File: src/rtl/sys_arr_pkg.sv
// sys_arr_pkg: shared widths, latency limit and MAC mode encoding for the systolic array
package sys_arr_pkg;
  localparam int DW = 16;
  localparam int AW = 32;
  localparam int MAC_LAT_MAX = 8;
  typedef enum logic [1:0] {MAC_UNSIGNED, MAC_SIGNED, MAC_MUL, MAC_SAT} mac_mode_t;
endpackage

File: src/rtl/sysarr_mac_mulpipe.sv
// sysarr_mac_mulpipe: DW x DW multiplier feeding a MUL_LAT-deep valid/product/mode pipe
//   start,a,b,mode_in -> launch; vld,prod,mode_out -> final stage; busy -> any stage valid
module sysarr_mac_mulpipe import sys_arr_pkg::*; #(
  parameter int DW = sys_arr_pkg::DW,
  parameter int MUL_LAT = 3
) (
  input  logic            clk,
  input  logic            rst,
  input  logic            start,
  input  logic [DW-1:0]   a,
  input  logic [DW-1:0]   b,
  input  mac_mode_t       mode_in,
  output logic            vld,
  output logic [2*DW-1:0] prod,
  output mac_mode_t       mode_out,
  output logic            busy
);
  logic [MUL_LAT-1:0] v;
  logic [2*DW-1:0] p [MUL_LAT];
  mac_mode_t m [MUL_LAT];
  logic [2*DW-1:0] ax, bx, pc;
  // one multiplier serves both signednesses: extend operands to 2*DW, keep the low half
  always_comb begin
    ax = mode_in == MAC_UNSIGNED ? {{DW{1'b0}}, a} : {{DW{a[DW-1]}}, a};
    bx = mode_in == MAC_UNSIGNED ? {{DW{1'b0}}, b} : {{DW{b[DW-1]}}, b};
    pc = ax * bx;
  end
  always_ff @(posedge clk)
    if (rst) begin
      v <= '0;
      for (int i = 0; i < MUL_LAT; i++) begin
        p[i] <= '0;
        m[i] <= MAC_UNSIGNED;
      end
    end else begin
      v[0] <= start;
      p[0] <= pc;
      m[0] <= mode_in;
      for (int i = 1; i < MUL_LAT; i++) begin
        v[i] <= v[i-1];
        p[i] <= p[i-1];
        m[i] <= m[i-1];
      end
    end
  assign vld = v[MUL_LAT-1];
  assign prod = p[MUL_LAT-1];
  assign mode_out = m[MUL_LAT-1];
  assign busy = |v;
endmodule

File: src/rtl/sysarr_mac_pipe.sv
// sysarr_mac_pipe: pipelined systolic-array PE with x/weight regs and mode-selected MAC completion
//   MAC_shift/in_value -> x reg -> in_pass; weight_load/weight_in -> weight reg
//   start/mode launch an op; in_accumulate joins at completion -> out_accumulate, value_ready, ovf; busy
module sysarr_mac_pipe import sys_arr_pkg::*; #(
  parameter int DW = sys_arr_pkg::DW,
  parameter int AW = sys_arr_pkg::AW,
  parameter int MUL_LAT = 3
) (
  input  logic          clk,
  input  logic          RST,
  input  logic          MAC_shift,
  input  logic [DW-1:0] in_value,
  output logic [DW-1:0] in_pass,
  input  logic          weight_load,
  input  logic [DW-1:0] weight_in,
  input  logic          start,
  input  mac_mode_t     mode,
  input  logic [AW-1:0] in_accumulate,
  output logic [AW-1:0] out_accumulate,
  output logic          value_ready,
  output logic          ovf,
  output logic          busy
);
  if (AW < 2*DW) begin : g_aw_chk
    $error("AW must be at least 2*DW");
  end
  if (MUL_LAT < 1 || MUL_LAT > MAC_LAT_MAX) begin : g_lat_chk
    $error("MUL_LAT out of range");
  end
  logic [DW-1:0] x, w;
  logic vld;
  logic [2*DW-1:0] prod;
  mac_mode_t md;
  logic [AW-1:0] ps, pu, pe, res;
  logic [AW:0] su;
  logic sov, flag;
  always_ff @(posedge clk)
    if (RST) begin
      x <= '0;
      w <= '0;
    end else begin
      if (MAC_shift) x <= in_value;
      if (weight_load) w <= weight_in;
    end
  sysarr_mac_mulpipe #(.DW(DW), .MUL_LAT(MUL_LAT)) u_mul (
    .clk(clk), .rst(RST), .start(start), .a(x), .b(w), .mode_in(mode),
    .vld(vld), .prod(prod), .mode_out(md), .busy(busy)
  );
  // the low AW bits of the sum are shared by signed and unsigned modes; only the flag differs
  always_comb begin
    ps = AW'($signed(prod));
    pu = AW'(prod);
    pe = md == MAC_UNSIGNED ? pu : ps;
    su = {1'b0, pe} + {1'b0, in_accumulate};
    sov = pe[AW-1] == in_accumulate[AW-1] && su[AW-1] != pe[AW-1];
    res = md == MAC_MUL ? pe
        : md == MAC_SAT && sov ? (pe[AW-1] ? {1'b1, {(AW-1){1'b0}}} : {1'b0, {(AW-1){1'b1}}})
        : su[AW-1:0];
    flag = md == MAC_UNSIGNED ? su[AW] : md == MAC_MUL ? 1'b0 : sov;
    out_accumulate = vld ? res : '0;
    ovf = vld & flag;
  end
  assign value_ready = vld;
  assign in_pass = x;
endmodule

File: config.mk
export PLATFORM = sky130hd
export DESIGN_NAME = sysarr_mac_pipe
export DESIGN_NICKNAME = d
export VERILOG_FILES = /design/src/rtl/sys_arr_pkg.sv /design/src/rtl/sysarr_mac_mulpipe.sv /design/src/rtl/sysarr_mac_pipe.sv
export SDC_FILE = /design/constraint.sdc
export NUM_CORES = 1
export LEC_CHECK = 0
export CAP_MARGIN = 20
export CORE_ASPECT_RATIO = 0.9
export CORE_UTILIZATION = 40
export DETAILED_ROUTE_END_ITERATION = 8
export GPL_TIMING_DRIVEN = 0
export PLACE_DENSITY = 0.61
export SLEW_MARGIN = 20
export SYNTH_ARGS = -nofsm -noshare
export SYNTH_HDL_FRONTEND = slang
export SYNTH_SLANG_ARGS = --single-unit
File: constraint.sdc
create_clock -name clk -period 13.9 [get_ports clk]
set_input_delay 2.78 -clock clk [delete_from_list [all_inputs] [get_ports clk]]
set_output_delay 2.78 -clock clk [all_outputs]
set_load 0.005 [all_outputs]
==> results of run 1 <==
-- how the worst min path moves through the flow --
stage | start | endpoint | slack (ns)
after floorplan | u_mul.m[0][0] | u_mul.m[0][2] | 0.41
after global placement | u_mul.m[0][0] | u_mul.m[0][2] | 0.42
after detailed placement | u_mul.p[0][28] | u_mul.p[0][60] | 0.42
after CTS | u_mul.p[0][28] | u_mul.p[0][60] | 0.42
after global routing | u_mul.p[0][28] | u_mul.p[0][60] | 0.44
final | u_mul.p[0][28] | u_mul.p[0][60] | 0.42
-- registers in the layout, indices dropped and copies added (netlist names) --
register and cells:
u_mul.p 96, in_pass 16, w 16, u_mul.m 6, u_mul.v 3
-- area by class of cell --
cell class | count | share of cell area, %
well taps | 616 | 3.58
clock inverters | 12 | 0.587
repair buffers | 119 | 5.53
flip-flops and latches | 137 | 12.7
multi-input cells | 1465 | 68.1
clock buffers | 20 | 2.12
inverters | 336 | 5.86
plain buffers | 81 | 1.52
-- report_power, final --
group	total, W	switching [W]	internal (W)
sequential	0.000470	0.0000268	0.000443
clock	0.000452	0.000191	0.000261
combinational	0.000667	0.000377	0.000290
-- cells in the mapped netlist, types with 32 or more instances --
cell	n	area, um^2
nor2_1	98	368
fa_1	335	6710
and2_1	188	1180
ha_1	160	2000
mux2i_1	32	320
xnor2_1	52	455
nor2b_1	85	532
clkbuf_1	69	259
dfxtp_1	137	2740
nand2_1	141	529
inv_1	336	1260
o21ai_0	56	280
a21oi_1	65	325
-- routing by layer --
layer	routed length (um)	GRT usage, %	part of all wire (%)
met1	23400	30.2	46
met2	22200	33.7	44
met3	3860	4.78	7.6
met4	1190	5.83	2.3
met5	0	0	0
-- cell families (layout without fill, tap and decap cells) --
group / count (synthesis) / after routing / synth area share, %
compound gates: 249 / 249 / 8.77
xor+xnor: 81 / 81 / 3.81
fa+ha+maj: 495 / 495 / 45.9
buf+inv: 417 / 568 / 8.37
flops: 137 / 137 / 14.5
mux: 35 / 35 / 1.89
simple gates: 605 / 605 / 16.8
-- cell usage in the layout, fill, tap and decap left out, drive strengths merged, types with 28 or more instances in the layout --
cell	count
nor2b	85
dfxtp	137
a21oi	75
o21ai	58
and2	188
xor2	28
nand2	141
clkdlybuf4s50	119
fa	335
clkbuf	91
ha	160
xnor2	52
nor2	98
nor3	32
mux2i	32
inv	343
-- per-stage QoR --
stage          setup slack [ns]  power (W)  area (um^2)
4_1_cts                    3.19    0.00160        21500
5_1_grt                    2.76    0.00170        21500
3_3_place_gp               2.72    0.00113        20900
2_1_floorplan              4.46   0.000944        19000
6_report                   3.03    0.00159        21500
3_5_place_dp               2.73    0.00114        20900
-- worst max-delay path: cells and delay by family --
kind	cells	cell delay, ns
buffers and inverters	3	1.19
adder cells (fa/ha/maj)	9	4.89
multiplexers	1	0.28
AND/OR/NAND/NOR	3	0.79
AO/OA/AOI/OAI	4	1.27
==> out/metrics.yaml, run 1 <==
status: "complete, no violations"
avgRoutedWirePerCell_um: 18.2
grt_pass1_wl_um: 80500
async_flop_share_pct: 0
reg2reg_depth: 19
grt_start_max_net_pins: 17
syn_area_per_cell_um2: 9.40
core_um2: 46700
drt_drc_violations_left: 0
setup_tns_ns: 0
ys_seq_area_share_pct: 14.5
critical_path_class: "input port to flop"
ys_ff_latch: 137
ys_warn_count: 0
nFillCells: 4556
clkTransAtPathRegs_ns: 0.07
fp-row-count: 75
crit_path_start: "mode[0]"
synth_fp_nets: 2585
p_leak_nw: 10.3
critPathMostFrequentCell: "fa_1"
final_nets: 2723
yosysUniqueCellTypes: 74
cts_resized: 0
fmax_mhz: 92.0
fp.dieW_um: 232
cts_made_buffers: 17
holdCritPathClass: "flop to flop"
ant_nets: 0
finalHoldWorstSlack_ns: 0.420
gr-usage-all-layers_pct: 21.6
htreeDepth: 4
cts_setup_buffers: 0
cts_hold_repair.buffers: 0
fin_skew_ns: 0.0107
cp_cell_sequence: "clkdlybuf4s50_1 > o21a_1 > clkbuf_1 > nand2_1 > fa_1 > fa_1 > inv_1 > fa_1 > fa_1 > fa_1 > fa_1 > fa_1 > fa_1 > ha_1 > nand2_1 > or3_1 > a211o_1 > a21boi_1 > o21ai_0 > mux2_2"
antenna_cells: 0
cp_max_fo: 10
synthFlopType: "dfxtp_1"
routabilityCongestion: 0.908
clkLatencyLatePin_ns: 0.43
root_buffer: "clkbuf_16"
worst_setup_path_start_kind: "input port"
viasPerCell: 5.03
critical-path-slowest-cell: "fa_1"
rsz0062_at_grt: "no"
io_buffers: 119
end_kind: "flop"
slew_headroom_pct: 40.1
start_util_pct: 40.6
cp-endpoint: "u_mul.p[0][30]"
rr_startpoint: "in_pass[15]"
whs_path_depth: 1
fin_cells: 2786
pin_count: 122
ir_drop_mv: 0.0843
hpwl_um: 42600
cpPeakStageDelay_ns: 0.93
period_minus_slack_ns: 10.87
reg2reg_to: "u_mul.p[0][30]"
multi_input_area_um2: 14600
firstDrtPassIters: 5
drtIter0Drc: 1008
worst_slew_pin_slew_ns: 0.898
antenna_found_initial: 0
crit_required_ns: 14.21
gr-total-overflow: 0
area_growth_pct: 13.4
postSynthCellCount: 2019
cts.sinks: 137
drive_gt1_share_pct: 3.41
place_inst: 2754
fp.dieArea_um2: 48300
first_global_vias: 14600
powerDensity_nw_per_um2: 73.8
final-hold-violation-count: 0
vias: 14000
rrSetupSlack_ns: 5.28
cts.path.max_buffers: 2
finalCoreUtilization_pct: 46.1
syn-cell-area_um2: 19000
finalCritPeriodShare_pct: 78.2
cp.arrival_ns: 11.19
slew_violations: 0
finalSetupViolations: 0
routed_wl_um: 50700
die_y_um: 209
cts_tree: "built"
synth_edf_count: 0
drv_cap: 0
seq_area_um2: 2740
Note: power is estimated with default switching activity, not from simulation.
==> run 2, diff against run 1 <==
==> constraint.sdc (replaced) <==
create_clock -name clk -period 10.6 [get_ports clk]
set_input_delay 2.12 -clock clk [delete_from_list [all_inputs] [get_ports clk]]
set_output_delay 2.12 -clock clk [all_outputs]
set_load 0.005 [all_outputs]
==> results of run 2 <==
The final DEF is identical to that of run 1. Status: complete, no violations.
Among the figures that moved: setup slack after placement 2.73 ns -> 0.0928 ns; setup slack after layout 3.03 ns -> 0.389 ns; register-to-register setup slack 5.28 ns -> 1.98 ns; total power 0.00159 W -> 0.00208 W; worst IR drop on VDD 0.0843 mV -> 0.111 mV
==> run 3, diff against run 2 <==
--- a/config.mk
+++ b/config.mk
@@ -10,7 +10,7 @@
 export CORE_UTILIZATION = 40
 export DETAILED_ROUTE_END_ITERATION = 8
 export GPL_TIMING_DRIVEN = 0
-export PLACE_DENSITY = 0.61
+export PLACE_DENSITY_LB_ADDON = 0.05
 export SLEW_MARGIN = 20
 export SYNTH_ARGS = -nofsm -noshare
 export SYNTH_HDL_FRONTEND = slang
==> out/metrics.yaml, run 3 (synthesis gave the netlist of run 1 again) <==
pin_count: 122  # unchanged
htreeDepth: 4  # unchanged
drive_gt1_share_pct: 3.50  # was 3.41%
critPathTopFamily: "adder cells"  # unchanged
p_comb_share_pct: 41.4  # was 42.0%
worst_slack_ns: 0.464  # was 0.389 ns
cts_tree: "built"  # unchanged
finalHoldWorstSlack_ns: 0.431  # was 0.420 ns
gr-usage-all-layers_pct: 22.8  # was 21.6%
start_util_pct: 40.6  # unchanged
cp_cell_sequence: "clkdlybuf4s50_1 > o21a_1 > clkbuf_1 > nand2_1 > fa_1 > inv_1 > fa_1 > fa_1 > fa_1 > fa_1 > fa_1 > fa_1 > fa_1 > ha_1 > nand4_1 > or3_1 > a211o_1 > a21boi_1 > o21ai_0 > mux2_2"  # was clkdlybuf4s50_1 > o21a_1 > clkbuf_1 > nand2_1 > fa_1 > fa_1 > inv_1 > fa_1 > fa_1 > fa_1 > fa_1 > fa_1 > fa_1 > ha_1 > nand2_1 > or3_1 > a211o_1 > a21boi_1 > o21ai_0 > mux2_2
crit_cells: 20  # unchanged
mostFrequentLayoutCells: "inv_1, fa_1, and2_1"  # unchanged
worst_setup_path_start_kind: "input port"  # unchanged
worst_slew_pin_slew_ns: 0.910  # was 0.898 ns
regMostFlops: "u_mul.p"  # unchanged
crit_required_ns: 10.93  # was 10.91 ns
status: "complete, no violations"  # unchanged
largest_reg_flops: 96  # unchanged
end_kind: "flop"  # unchanged
antenna_found_initial: 0  # unchanged
core_um2: 46700  # unchanged
cp-endpoint: "u_mul.p[0][30]"  # unchanged
drt_drc_violations_left: 0  # unchanged
critPathMostFrequentCell: "fa_1"  # unchanged
critical_path_class: "input port to flop"  # unchanged
ant_nets: 0  # unchanged
reg2reg_to: "u_mul.p[0][30]"  # unchanged
cts_setup_buffers: 0  # unchanged
rr_startpoint: "in_pass[15]"  # unchanged
period_minus_slack_ns: 10.14  # was 10.21 ns
postLayoutCellArea_um2: 21500  # about the same
holdCritPathClass: "flop to flop"  # unchanged
cts.sinks: 137  # unchanged
die_y_um: 209  # unchanged
area_growth_pct: 13.5  # was 13.4%
vias: 13700  # was 14000
p_clk_share_pct: 29.3  # was 28.4%
pre_cts_ws_ns: -0.149  # was 0.0928 ns
p_sw_w: 0.000801  # was 0.000779 W
slew_headroom_pct: 39.4  # was 40.1%
cpPeakStageDelay_ns: 0.69  # was 0.93 ns
firstDrtPassIters: 5  # unchanged
slew_violations: 0  # unchanged
ir_drop_mv: 0.0977  # was 0.111 mV
finalSetupViolations: 0  # unchanged
crit_buf_inv: 3  # unchanged
fp-row-count: 75  # unchanged
fmax_mhz: 98.7  # was 97.9 MHz
final_common_cell: "inv_1"  # unchanged
avgRoutedWirePerCell_um: 19.1  # was 18.2 um
final-hold-violation-count: 0  # unchanged
antenna_cells: 0  # unchanged
first_global_vias: 14500  # was 14600
root_buffer: "clkbuf_16"  # unchanged
rsz0062_at_grt: "no"  # unchanged
cp_max_fo: 10  # unchanged
fin_skew_ns: 0.0124  # was 0.0107 ns
io_buffers: 119  # unchanged
swShare_pct: 38.1  # was 37.4%
place_area_um2: 20900  # unchanged
reg2reg_depth: 19  # unchanged
clkLatencyLatePin_ns: 0.45  # was 0.43 ns
seqPwrFrac_pct: 29.3  # was 29.6%
cts_made_buffers: 17  # unchanged
p_int_w: 0.00130  # about the same
crit_path_start: "mode[0]"  # unchanged
clkTransAtPathRegs_ns: 0.07  # about the same
cts_resized: 0  # unchanged
powerDensity_nw_per_um2: 97.5  # was 96.7 nW/um^2
viasPerCell: 4.93  # was 5.03
grt_start_max_net_pins: 17  # unchanged
finalCritPeriodShare_pct: 95.6  # was 96.3%
fp.dieArea_um2: 48300  # unchanged
rrSetupSlack_ns: 2.01  # was 1.98 ns
cp.arrival_ns: 10.46  # was 10.53 ns
totalPowerFinal_w: 0.00210  # was 0.00208 W
grt_pass1_wl_um: 83300  # was 80500 um
drv_cap: 0  # unchanged
routabilityCongestion: 0.855  # was 0.908
p_leak_nw: 10.3  # about the same
final_nets: 2723  # unchanged
cts.path.max_buffers: 2  # unchanged
fp.dieW_um: 232  # unchanged
drtIter0Drc: 692  # was 1008
routed_wl_um: 53200  # was 50700 um
critical-path-slowest-cell: "fa_1"  # unchanged
cts_hold_repair.buffers: 0  # unchanged
finalCoreUtilization_pct: 46.1  # about the same
gr-total-overflow: 0  # unchanged
hpwl_um: 44600  # was 42600 um
## run 3: cell count changes in the layout (fill, tap and decap cells not counted), sizes merged
cell,before,now
clkbuf,91,89
clkinv,2,4
clkinvlp,2,1
inv,343,344
## run 3: routing by layer
layer / part of all wire, % / track usage (%) / up-vias
li1: - / - / 6620
met4: 1.5 / 5.24 / 0
met5: 0 / 0 / -
met2: 46 / 37.3 / 314
met3: 4.5 / 2.96 / 48
met1: 48 / 31.9 / 6755
## run 3: worst register-to-register path: stages (launching register included)
cell and delay, ns:
dfxtp_1 0.73, o21a_1 0.54, clkbuf_1 0.49, nand2_1 0.24
fa_1 0.69, inv_1 0.15, fa_1 0.44, fa_1 0.69
fa_1 0.48, fa_1 0.51, fa_1 0.56, fa_1 0.44
fa_1 0.48, ha_1 0.41, nand4_1 0.11, or3_1 0.42
a211o_1 0.38, a21boi_1 0.27, o21ai_0 0.15, mux2_2 0.29
## run 3: cell type report
type / count / area [um^2]
plain buffers: 81 / 327
clock buffers: 18 / 439
clock inverters: 14 / 156
fillers: 4628 / 25200
inverters: 336 / 1260
multi-input cells: 1465 / 14700
flip-flops and latches: 137 / 2740
well taps: 616 / 771
repair buffers: 119 / 1190
## run 3: how the worst min path moves through the flow
| stage | startpoint | end | slack (ns) | depth (start not counted) |
|---|---|---|---|---|
| finish | u_mul.p[0][59] | u_mul.p[0][91] | 0.43 | 1 |
| CTS | u_mul.p[0][59] | u_mul.p[0][91] | 0.43 | 1 |
| detailed placement | u_mul.p[0][10] | u_mul.p[0][42] | 0.42 | 1 |
| global route | u_mul.p[0][59] | u_mul.p[0][91] | 0.45 | 1 |
| global placement | u_mul.p[0][21] | u_mul.p[0][53] | 0.42 | 1 |
| floorplan | u_mul.m[0][0] | u_mul.m[0][2] | 0.41 | 1 |
## run 3: through the flow
stage	TNS, ns	instances
after floorplan	0	2019
after global placement	-0.381	2754
after detailed placement	-0.337	2754
after CTS	0	2786
after global routing	0	2786
final	0	2786
## run 3: power groups by stage
stage                     Clock, W  Combinational [W]  Sequential, W
final                     0.000616           0.000870       0.000615
after global placement           0           0.000862       0.000625
after detailed placement         0           0.000871       0.000627
after global routing      0.000653           0.000982       0.000622
after CTS                 0.000631           0.000878       0.000615
after floorplan                  0           0.000629       0.000608
